[src/rtl/dmem_arbiter.sv]
// Two-port round-robin arbiter in front of a single word-aligned data memory.
// Define ARB_FIXED_PRIO_EN to make port 0 win every tie, with no last-grant state.
//
// state | meaning
// IDLE  | waiting for a request; grant winner sees req_ready
// BUSY  | held request drives the memory for one cycle
// RESP  | response presented on the held port until it is consumed
module dmem_arbiter #(
    parameter int DEPTH_WORDS = 64
) (
    input  logic        clk,
    input  logic        reset,
    input  logic        m0_req_valid,
    output logic        m0_req_ready,
    input  logic        m0_req_write,
    input  logic [31:0] m0_req_addr,
    input  logic [31:0] m0_req_wdata,
    output logic        m0_rsp_valid,
    input  logic        m0_rsp_ready,
    output logic [31:0] m0_rsp_rdata,
    output logic        m0_rsp_err,
    input  logic        m1_req_valid,
    output logic        m1_req_ready,
    input  logic        m1_req_write,
    input  logic [31:0] m1_req_addr,
    input  logic [31:0] m1_req_wdata,
    output logic        m1_rsp_valid,
    input  logic        m1_rsp_ready,
    output logic [31:0] m1_rsp_rdata,
    output logic        m1_rsp_err,
    output logic        mem_we,
    output logic [31:0] mem_addr,
    output logic [31:0] mem_wdata,
    input  logic [31:0] mem_rdata
);

    typedef enum logic [1:0] {IDLE, BUSY, RESP} state_t;

    localparam logic [29:0] DEPTH_LIM = 30'(DEPTH_WORDS);

    state_t      state;
    logic        grant0;
    logic        grant1;
    logic        hold_port;
    logic        hold_write;
    logic        hold_err;
    logic        rsp_valid;
    logic [31:0] rsp_rdata;
    logic        rsp_err;
    logic        sel_write;
    logic [31:0] sel_addr;
    logic [31:0] sel_wdata;
    logic        sel_err;
    logic        rsp_take;

`ifdef ARB_FIXED_PRIO_EN
    assign grant0 = m0_req_valid;
    assign grant1 = m1_req_valid && !m0_req_valid;
`else
    logic last_grant;

    // On a tie, the port that did not win the previous accept goes first.
    assign grant0 = m0_req_valid && (!m1_req_valid || last_grant);
    assign grant1 = m1_req_valid && (!m0_req_valid || !last_grant);
`endif

    assign m0_req_ready = (state == IDLE) && grant0;
    assign m1_req_ready = (state == IDLE) && grant1;

    assign sel_write = m1_req_ready ? m1_req_write : m0_req_write;
    assign sel_addr  = m1_req_ready ? m1_req_addr  : m0_req_addr;
    assign sel_wdata = m1_req_ready ? m1_req_wdata : m0_req_wdata;
    assign sel_err   = (sel_addr[1:0] != 2'b00) || (sel_addr[31:2] >= DEPTH_LIM);

    assign rsp_take = hold_port ? m1_rsp_ready : m0_rsp_ready;

    assign m0_rsp_valid = rsp_valid && !hold_port;
    assign m1_rsp_valid = rsp_valid && hold_port;
    assign m0_rsp_rdata = hold_port ? 32'h0 : rsp_rdata;
    assign m1_rsp_rdata = hold_port ? rsp_rdata : 32'h0;
    assign m0_rsp_err   = rsp_err && !hold_port;
    assign m1_rsp_err   = rsp_err && hold_port;

    // mem_addr/mem_wdata double as the held address and data; they are
    // only non-zero during BUSY.
    always_ff @(posedge clk or posedge reset) begin
        if (reset) begin
            state      <= IDLE;
            hold_port  <= 1'b0;
            hold_write <= 1'b0;
            hold_err   <= 1'b0;
            rsp_valid  <= 1'b0;
            rsp_rdata  <= 32'h0;
            rsp_err    <= 1'b0;
            mem_we     <= 1'b0;
            mem_addr   <= 32'h0;
            mem_wdata  <= 32'h0;
`ifndef ARB_FIXED_PRIO_EN
            last_grant <= 1'b1;
`endif
        end else begin
            case (state)
                IDLE: begin
                    if (m0_req_ready || m1_req_ready) begin
                        hold_port  <= m1_req_ready;
                        hold_write <= sel_write;
                        hold_err   <= sel_err;
                        mem_we     <= sel_write && !sel_err;
                        mem_addr   <= sel_addr;
                        mem_wdata  <= sel_wdata;
`ifndef ARB_FIXED_PRIO_EN
                        last_grant <= m1_req_ready;
`endif
                        state      <= BUSY;
                    end
                end
                BUSY: begin
                    rsp_rdata <= (!hold_write && !hold_err) ? mem_rdata : 32'h0;
                    rsp_err   <= hold_err;
                    rsp_valid <= 1'b1;
                    mem_we    <= 1'b0;
                    mem_addr  <= 32'h0;
                    mem_wdata <= 32'h0;
                    state     <= RESP;
                end
                RESP: begin
                    if (rsp_take) begin
                        rsp_valid <= 1'b0;
                        rsp_rdata <= 32'h0;
                        rsp_err   <= 1'b0;
                        state     <= IDLE;
                    end
                end
                default: state <= IDLE;
            endcase
        end
    end

endmodule

[config.mk]
export PLATFORM = sky130hd
export DESIGN_NAME = dmem_arbiter
export DESIGN_NICKNAME = d
export VERILOG_FILES = /design/src/rtl/dmem_arbiter.sv
export SDC_FILE = /design/constraint.sdc
export NUM_CORES = 1
export LEC_CHECK = 0
export CAP_MARGIN = 20
export CORE_AREA = 2 2 119 121
export CTS_CLUSTER_DIAMETER = 30
export DETAILED_ROUTE_END_ITERATION = 8
export DIE_AREA = 0 0 121 123
export DONT_BUFFER_PORTS = 1
export GPL_TIMING_DRIVEN = 0
export SLEW_MARGIN = 30
export SYNTH_ARGS = -nofsm -noshare
export SYNTH_HDL_FRONTEND = slang
export SYNTH_SLANG_ARGS = --single-unit
[constraint.sdc]
create_clock -name clk -period 8.15 [get_ports clk]
set_clock_uncertainty 0.2 [all_clocks]
set_input_delay 0.815 -clock clk [delete_from_list [all_inputs] [get_ports clk]]
set_output_delay 0.815 -clock clk [all_outputs]
set_load 0.1 [all_outputs]
==> results.md, run 1 <==
| Item | Value | Unit |
|:---|:---|:---|
| Power density relative to cell area | 517 | mW/mm2 |
| Syn-to-layout area delta | 17.1 | % |
| Fraction of the core area covered by cells at the end of the flow | 40.9 | % |
| Final number of setup-violating endpoints | 0 | - |
| Required time at the endpoint of the critical path | 7130 | ps |
| Total number of yosys warnings | 0 | - |
| Layout cell share with drive strength beyond 1 | 20.5 | % |
| Fraction of the yosys area taken by sequential cells | 55.3 | % |
| Half-perimeter wire length of the detailed placement result | 11.6 | mm |
| Die area | 0.0149 | mm2 |
| Die extent in y | 123 | um |
| Unique masters post-synth | 37 | - |
| Register bit count reported by yosys | 105 | - |
| Proportion of netlist area held by the largest area contributor | 54.8 | % |
| Number of enable-type register cells in the synthesized netlist | 0 | - |
| Final-report max-slew violation count | 0 | - |
| Dominant cell type by area after synthesis | sky130_fd_sc_hd__dfrtp_1 | - |
| Clock latency on the worst-skew pair | 340 | ps |
| Antenna violations before repair | 0 | - |
| Core Region | 0.0136 | mm2 |
| Remaining antenna violation count after routing | 0 | - |
| Gr ovfl total | 0 | - |
| Start-to-end type of the worst setup path | reg2out | - |
| Transition time of the tightest slew-check pin | 1010 | ps |
| Most frequent cells after synthesis | sky130_fd_sc_hd__dfrtp_1, sky130_fd_sc_hd__inv_1, sky130_fd_sc_hd__a222oi_1 | - |
| Clock root cell | sky130_fd_sc_hd__clkbuf_16 | - |
| CTS tree | done | - |
| Via count | 3696 | - |
| Class of the tightest hold or removal check | in2async | - |
| Total count of hold-check failures in the final report | 0 | - |
| Leading cell type by number of instances after synthesis | sky130_fd_sc_hd__dfrtp_1 | - |
| Critical Path Fanout Max | 10 | - |
| Logic depth of the worst register-to-register path | 7 | - |
| Average wire per cell in the routed design | 24.4 | um |
| Via count of the first global-routing pass | 3705 | - |
| Total Routing Usage GR | 19.6 | % |
| Post-CTS Setup Repair Bufs | 0 | - |
| Longest Clk Path Bufs | 2 | - |
| Row cnt | 43 | - |
| Initial Utilization | 34.9 | % |
| Sinks on the clock net | 105 | - |
| Period utilisation layout | 43.2 | % |
| Synth top area cells | sky130_fd_sc_hd__dfrtp_1, sky130_fd_sc_hd__a222oi_1, sky130_fd_sc_hd__a22o_1 | - |
| Total clock buffers created by CTS | 9 | - |
| Setup_tns | 0 | ps |
| Synthesized instance count | 422 | - |
| Boundary Pins | 303 | - |
| Clock transition time at the flip-flop clock pins of the worst setup and hold paths | 70 | ps |
| Critical Path AT | 2500 | ps |
| Post-synthesis cell area | 0.00475 | mm2 |
| Vias/cell | 5.97 | - |
| Sort of element at the end of the critical path | output pin | - |
| Max_slew headroom | 33.2 | % |
| Number of antenna cells inserted | 0 | - |
| Mean instance size in the synthesized netlist | 11.3 | um2 |
| Time the final worst path needs with I/O delays and setup | 3520 | ps |
| Most common flop cell mapped by yosys | sky130_fd_sc_hd__dfrtp_1 | - |
| Die extent in x | 121 | um |
| H-tree Lvls | 3 | - |
| Detailed-routing iteration count for the pre-antenna-repair pass | 7 | - |
| Final WL | 15.1 | mm |
| Max rail drop VDD | 0.000246 | V |
| Wire length of the first global-routing pass | 21.8 | mm |
| Outcome | finished clean | - |
| Post-synth net total | 590 | - |
| Total leakage power | 2.72 | nW |
| Count of cells resized by post-cts repair | 0 | - |
| Post-layout nets | 602 | - |
| Maximum number of pins on one net before global-route repair | 71 | - |
| Startpoint Class | flop | - |
| Max Cap Viol | 0 | - |
| Post-synth ARST share | 100 | % |
| Final GP Congestion | 0.900 | - |
| Achievable frequency | 284 | MHz |
| Number of design-rule violations left by the first detailed-router iteration | 447 | - |
| Setup repair after global routing missed its margin | false | - |
| Hold buffer count at CTS | 0 | - |
| DRC violations left | 0 | - |
| Port Buffer Count | 0 | - |
## critical path, stage by stage, from the launching register on
cell                       delay, ps
sky130_fd_sc_hd__dfrtp_1         480
sky130_fd_sc_hd__clkbuf_2        530
sky130_fd_sc_hd__clkbuf_1        330
sky130_fd_sc_hd__and2_1          830
## where the power goes
group	switching [mW]	internal, mW
Combinational	0.497	0.224
Sequential	1.08	0.646
Clock	0.196	0.238
Total	1.77	1.11
## metrics by stage
| stage | instances | worst slack [ps] | cell area, um2 | hold slack [ps] | power [mW] |
|---|---|---|---|---|---|
| final | 619 | 4630 | 5570 | 103 | 2.88 |
| after global routing | 619 | 4530 | 5570 | 114 | 3.00 |
| after CTS | 619 | 4580 | 5570 | 102 | 2.90 |
| after detailed placement | 603 | 4970 | 5270 | 265 | 2.46 |
| after global placement | 602 | 3250 | 4980 | 256 | 2.38 |
| after floorplan | 422 | 4380 | 4750 | 250 | 2.21 |
## registers in the layout (all words and copies together) (netlist names)
name        cells
rsp_valid       1
hold_err        1
rsp_err         1
state           2
hold_port       1
last_grant      1
rsp_rdata      32
mem_wdata      32
mem_we          1
hold_write      1
mem_addr       32
## cells by family after synthesis
| kind of cell | synth area share [%] |
|---|---|
| AOI/OAI and AO/OA | 21.3 |
| buffers and inverters | 9.63 |
| DFF | 55.3 |
| muxes | 0.763 |
| and+or+nand+nor | 13.0 |
## path summary, 6_finish.rpt
kind,endpoint,slack (ps),from
min,rsp_rdata[4],100,reset
min in group clk,last_grant,270,last_grant
max in group asynchronous,mem_wdata[16],6980,reset
max reg2reg,mem_wdata[7],5800,last_grant
max,m1_rsp_rdata[20],4630,hold_port
min reg2reg,last_grant,270,last_grant
## area by class of cell
type	instances	area (um2)
Tap cell	180	225
Sequential cell	105	2630
Fill cell	1289	8050
Timing Repair Buffer	1	27.5
Inverter	67	256
Clock inverter	7	70.1
Clock buffer	9	225
Buffer	35	210
Multi-Input combinational cell	215	1920
## metal layers
| layer | GRT usage (%) | wire (um) | share of wire, % |
|---|---|---|---|
| met5 | 0 | 0 | 0 |
| met4 | 8.21 | 348 | 2.3 |
| met3 | 6.69 | 1590 | 11 |
| met2 | 34.0 | 7530 | 50 |
| met1 | 22.1 | 5620 | 37 |
## placed cells by master (no fill, tap or decap), types with 3 or more instances in the layout
cell | Yosys | final
sky130_fd_sc_hd__clkbuf_1 | 9 | 6
sky130_fd_sc_hd__dfrtp_1 | 104 | 104
sky130_fd_sc_hd__buf_2 | 18 | 18
sky130_fd_sc_hd__a222oi_1 | 64 | 64
sky130_fd_sc_hd__o21ai_0 | 3 | 3
sky130_fd_sc_hd__nor4_1 | 11 | 11
sky130_fd_sc_hd__buf_6 | 6 | 6
sky130_fd_sc_hd__nor2_1 | 4 | 4
sky130_fd_sc_hd__nor2b_4 | 0 | 34
sky130_fd_sc_hd__clkbuf_16 | 0 | 9
sky130_fd_sc_hd__a22o_1 | 32 | 32
sky130_fd_sc_hd__inv_1 | 65 | 64
sky130_fd_sc_hd__clkinv_2 | 0 | 3
sky130_fd_sc_hd__clkbuf_2 | 0 | 3
sky130_fd_sc_hd__nand2_1 | 8 | 8
sky130_fd_sc_hd__and2_1 | 34 | 34
No activity file was read; power rests on OpenSTA's default activity.
==> inputs of run 2 (changes only) <==
- ABC_AREA: not set -> 1
- CORE_AREA: 2 2 119 121 -> not set
- CORE_MARGIN: not set -> 2
- CORE_UTILIZATION: not set -> 40
- DIE_AREA: 0 0 121 123 -> not set
- clock period: 8.15 -> 3.3 ns (I/O delays scaled with it)
==> run 2 against run 1 <==
Effect of this change:
- routed wire length increased by 16%
- sequential share of layout area decreased by 8.7 points
- global-route usage increased by 5.0 points
- cell count increased by 55%
- synthesized cell count increased by 64%
- clock-buffer cell count increased by 5
- critical path depth increased by 1
- critical path type unchanged
- highest routed layer is now met5
==> results.md, run 2 <==
| Item | Value | Unit | Delta |
|:---|:---|:---|:---|
| Max_slew headroom | 35.0 | % | +1.8 points |
| Antenna violations before repair | 2 | - | +2 |
| Cell with the largest stage delay on the worst path | sky130_fd_sc_hd__inv_1 | - |  |
| Total number of yosys warnings | 0 | - | unchanged |
| Number of design-rule violations left by the first detailed-router iteration | 301 | - | -33% |
| Sort of element at the end of the critical path | output pin | - |  |
| Proportion of netlist area held by the largest area contributor | 49.6 | % | -5.2 points |
| Post-synth net total | 860 | - | +46% |
| Via count of the first global-routing pass | 5146 | - | +39% |
| Die extent in x | 119 | um | -2.0% |
| Post-synth ARST share | 100 | % | unchanged |
| Post-synthesis cell area | 0.00525 | mm2 | +10% |
| Total Routing Usage GR | 24.6 | % | +5.0 points |
| Transition time of the tightest slew-check pin | 975 | ps | -34.6 ps |
| Start-to-end type of the worst setup path | reg2out | - |  |
| Vias/cell | 5.23 | - | -12% |
| Time the final worst path needs with I/O delays and setup | 3020 | ps |  |
| Logic depth of the worst register-to-register path | 9 | - | +2 |
| Final WL | 17.6 | mm | +16% |
| Syn-to-layout area delta | 29.8 | % |  |
| Die area | 0.0141 | mm2 | -5.6% |
| Hold path cells | 2 | - |  |
| Sinks on the clock net | 105 | - | unchanged |
| Most frequent cells after synthesis | sky130_fd_sc_hd__nand2_1, sky130_fd_sc_hd__inv_1, sky130_fd_sc_hd__dfrtp_1 | - |  |
| Achievable frequency | 331 | MHz |  |
| Synthesized instance count | 692 | - | +64% |
| Gr ovfl total | 0 | - | unchanged |
| Delay of the slowest cell on the worst path | 670 | ps | -160 ps |
| Most repeated library cell on the critical path | sky130_fd_sc_hd__clkbuf_1 | - |  |
| Outcome | finished clean | - |  |
| Clock transition time at the flip-flop clock pins of the worst setup and hold paths | 70 | ps | about the same |
| Dominant cell type by area after synthesis | sky130_fd_sc_hd__dfrtp_1 | - |  |
| Clock latency on the worst-skew pair | 340 | ps | about the same |
| Boundary Pins | 303 | - | unchanged |
| Number of enable-type register cells in the synthesized netlist | 0 | - | unchanged |
| Most common cell after layout, fill and taps aside | sky130_fd_sc_hd__nand2_1 | - |  |
| Startpoint Class | flop | - |  |
| Mean instance size in the synthesized netlist | 7.58 | um2 | -33% |
| Total clock buffers created by CTS | 9 | - | unchanged |
| Remaining antenna violation count after routing | 0 | - | unchanged |
| Critical Path AT | 2490 | ps | about the same |
| Wire length of the first global-routing pass | 27.1 | mm | +24% |
| Via count | 5019 | - | +36% |
| DRC violations left | 0 | - | unchanged |
| R2r setup slk | 550 | ps | -5250 ps |
| Commonest cells after routing, fill and taps aside | sky130_fd_sc_hd__nand2_1, sky130_fd_sc_hd__inv_1, sky130_fd_sc_hd__dfrtp_1, sky130_fd_sc_hd__o21ai_0, sky130_fd_sc_hd__dlygate4sd3_1 | - |  |
| Kind of cell adding the most delay to the critical path | buffers and inverters | - |  |
| Half-perimeter wire length of the detailed placement result | 12.9 | mm | +11% |
| Period utilisation layout | 91.5 | % |  |
| Max Cap Viol | 0 | - | unchanged |
| Average wire per cell in the routed design | 18.3 | um | -25% |
| Core Region | 0.0127 | mm2 | -6.5% |
| Synth top area cells | sky130_fd_sc_hd__dfrtp_1, sky130_fd_sc_hd__nand2_1, sky130_fd_sc_hd__inv_1 | - |  |
| Critical path buffers and inverters | 3 | - | +1 |
| Final number of setup-violating endpoints | 0 | - | unchanged |
| Row cnt | 41 | - | -4.7% |
| Post-layout nets | 950 | - | +58% |
| Filler instances | 1166 | - | -9.5% |
| Reg-to-reg endpoint | mem_wdata[3] | - |  |
| Setup repair after global routing missed its margin | false | - |  |
| Port Buffer Count | 0 | - | unchanged |
| Maximum number of pins on one net before global-route repair | 66 | - | -7.0% |
| Unique masters post-synth | 21 | - | -43% |
| Critical register-to-register path startpoint | last_grant | - |  |
| Critical Path Fanout Max | 10 | - | unchanged |
| Origin of the worst min-delay path | m0_req_wdata[18] | - |  |
| Final GP Congestion | 0.850 | - | -5.5% |
| Initial Utilization | 41.3 | % | +6.3 points |
| Hold worst-path end | mem_wdata[18] | - |  |
| Most common flop cell mapped by yosys | sky130_fd_sc_hd__dfrtp_1 | - |  |
| Final-report max-slew violation count | 0 | - | unchanged |
| Total count of hold-check failures in the final report | 0 | - | unchanged |
| Class of the tightest hold or removal check | in2reg | - |  |
| Biggest registers after layout | mem_addr: 32 flops, mem_wdata: 32 flops, rsp_rdata: 32 flops | - |  |
| Register bit count reported by yosys | 105 | - | unchanged |
| Critical path cell sequence | clkbuf_1, clkbuf_1, nand2_1, inv_1 | - |  |
| Fraction of the yosys area taken by sequential cells | 50.1 | % | -5.2 points |
| Die extent in y | 119 | um | -3.6% |
| Leading cell type by number of instances after synthesis | sky130_fd_sc_hd__nand2_1 | - |  |
| Layout cell share with drive strength beyond 1 | 9.53 | % | -11 points |
| Fraction of the core area covered by cells at the end of the flow | 53.6 | % | +13 points |
| CTS tree | done | - |  |
| Clock root cell | sky130_fd_sc_hd__clkbuf_16 | - |  |
| Required time at the endpoint of the critical path | 2770 | ps | -4360 ps |
| Longest Clk Path Bufs | 2 | - | unchanged |
| Detailed-routing iteration count for the pre-antenna-repair pass | 5 | - | -2 |
| H-tree Lvls | 3 | - | unchanged |
run 2: cell count changes after synthesis, sizes merged, moves of 5 or more:
| cell | previous run | this run |
|---|---|---|
| nor2 | 4 | 88 |
| nand2 | 9 | 155 |
| nand3 | 2 | 8 |
| inv | 67 | 125 |
| nor2b | 34 | 0 |
| o22ai | 2 | 33 |
| nor4 | 11 | 0 |
| clkbuf | 9 | 24 |
| o21ai | 3 | 88 |
| a222oi | 64 | 0 |
| a22o | 32 | 18 |
| nand4 | 1 | 24 |
| buf | 26 | 21 |
| and2 | 34 | 0 |
run 2: how the worst max path moves through the flow:
stage                         start                to  cells after the start
after detailed placement  hold_port  m1_rsp_rdata[30]                      4
after global placement        reset       mem_addr[6]                      1
after global routing      hold_port  m1_rsp_rdata[30]                      4
after floorplan               reset          hold_err                      1
final                     hold_port  m1_rsp_rdata[30]                      4
after CTS                 hold_port  m1_rsp_rdata[30]                      4
run 2: layout make-up:
type	count	area (um2)	share of cell area (%)
diodes	1	2.50	0.0367
flip-flops and latches	105	2630	38.6
well taps	172	215	3.16
inverters	126	478	7.01
clock buffers	14	264	3.87
clock inverters	2	12.5	0.184
multi-input cells	416	2200	32.2
plain buffers	45	209	3.07
repair buffers	79	808	11.9
run 2: metal layers:
metal | vias up | track usage (%) | wire, um
li1 | 2364 | - | -
met1 | 2328 | 27.8 | 6630
met2 | 282 | 42.5 | 8700
met3 | 43 | 7.09 | 1530
met4 | 2 | 12.2 | 696
met5 | - | 0 | 13
run 2: worst register-to-register path: cells and delay by family, from the launching register on:
family          cells  cell delay, ps
simple gates        5             800
compound gates      1             100
flops               1             530
buf+inv             3            1080
run 2: logic make-up (layout without fill, tap and decap cells):
group / count (synthesis) / count (layout) / synth area share [%]
other cells: 0 / 1 / 0
simple gates: 275 / 275 / 21.4
compound gates: 141 / 141 / 15.6
flops: 105 / 105 / 50.1
buf+inv: 171 / 266 / 12.9
run 2: what timing repair did:
action / 4_1_cts / 5_1_grt
buffers inserted: 0 / 0
endpoints found under the hold margin: 109 / 0
hold buffers: 78 / 0
resized for setup: 0 / 0
run 2: per-stage QoR:
| step | setup TNS, ps | cells | setup WS [ps] | hold WS (ps) | cell area [um2] |
|---|---|---|---|---|---|
| 2_1_floorplan | 0 | 692 | 11.1 | 249 | 5250 |
| 3_3_place_gp | -120430 | 864 | -1160 | 273 | 5460 |
| 3_5_place_dp | 0 | 865 | 625 | 24.5 | 5760 |
| 4_1_cts | 0 | 959 | 247 | 3.93 | 6810 |
| 5_1_grt | 0 | 960 | 206 | 8.73 | 6820 |
| 6_report | 0 | 960 | 281 | 8.70 | 6820 |
Power of run 2 is left out: the tool's default activity adds up to more than one toggle a clock period on the data nets, which glitch-free logic cannot reach.
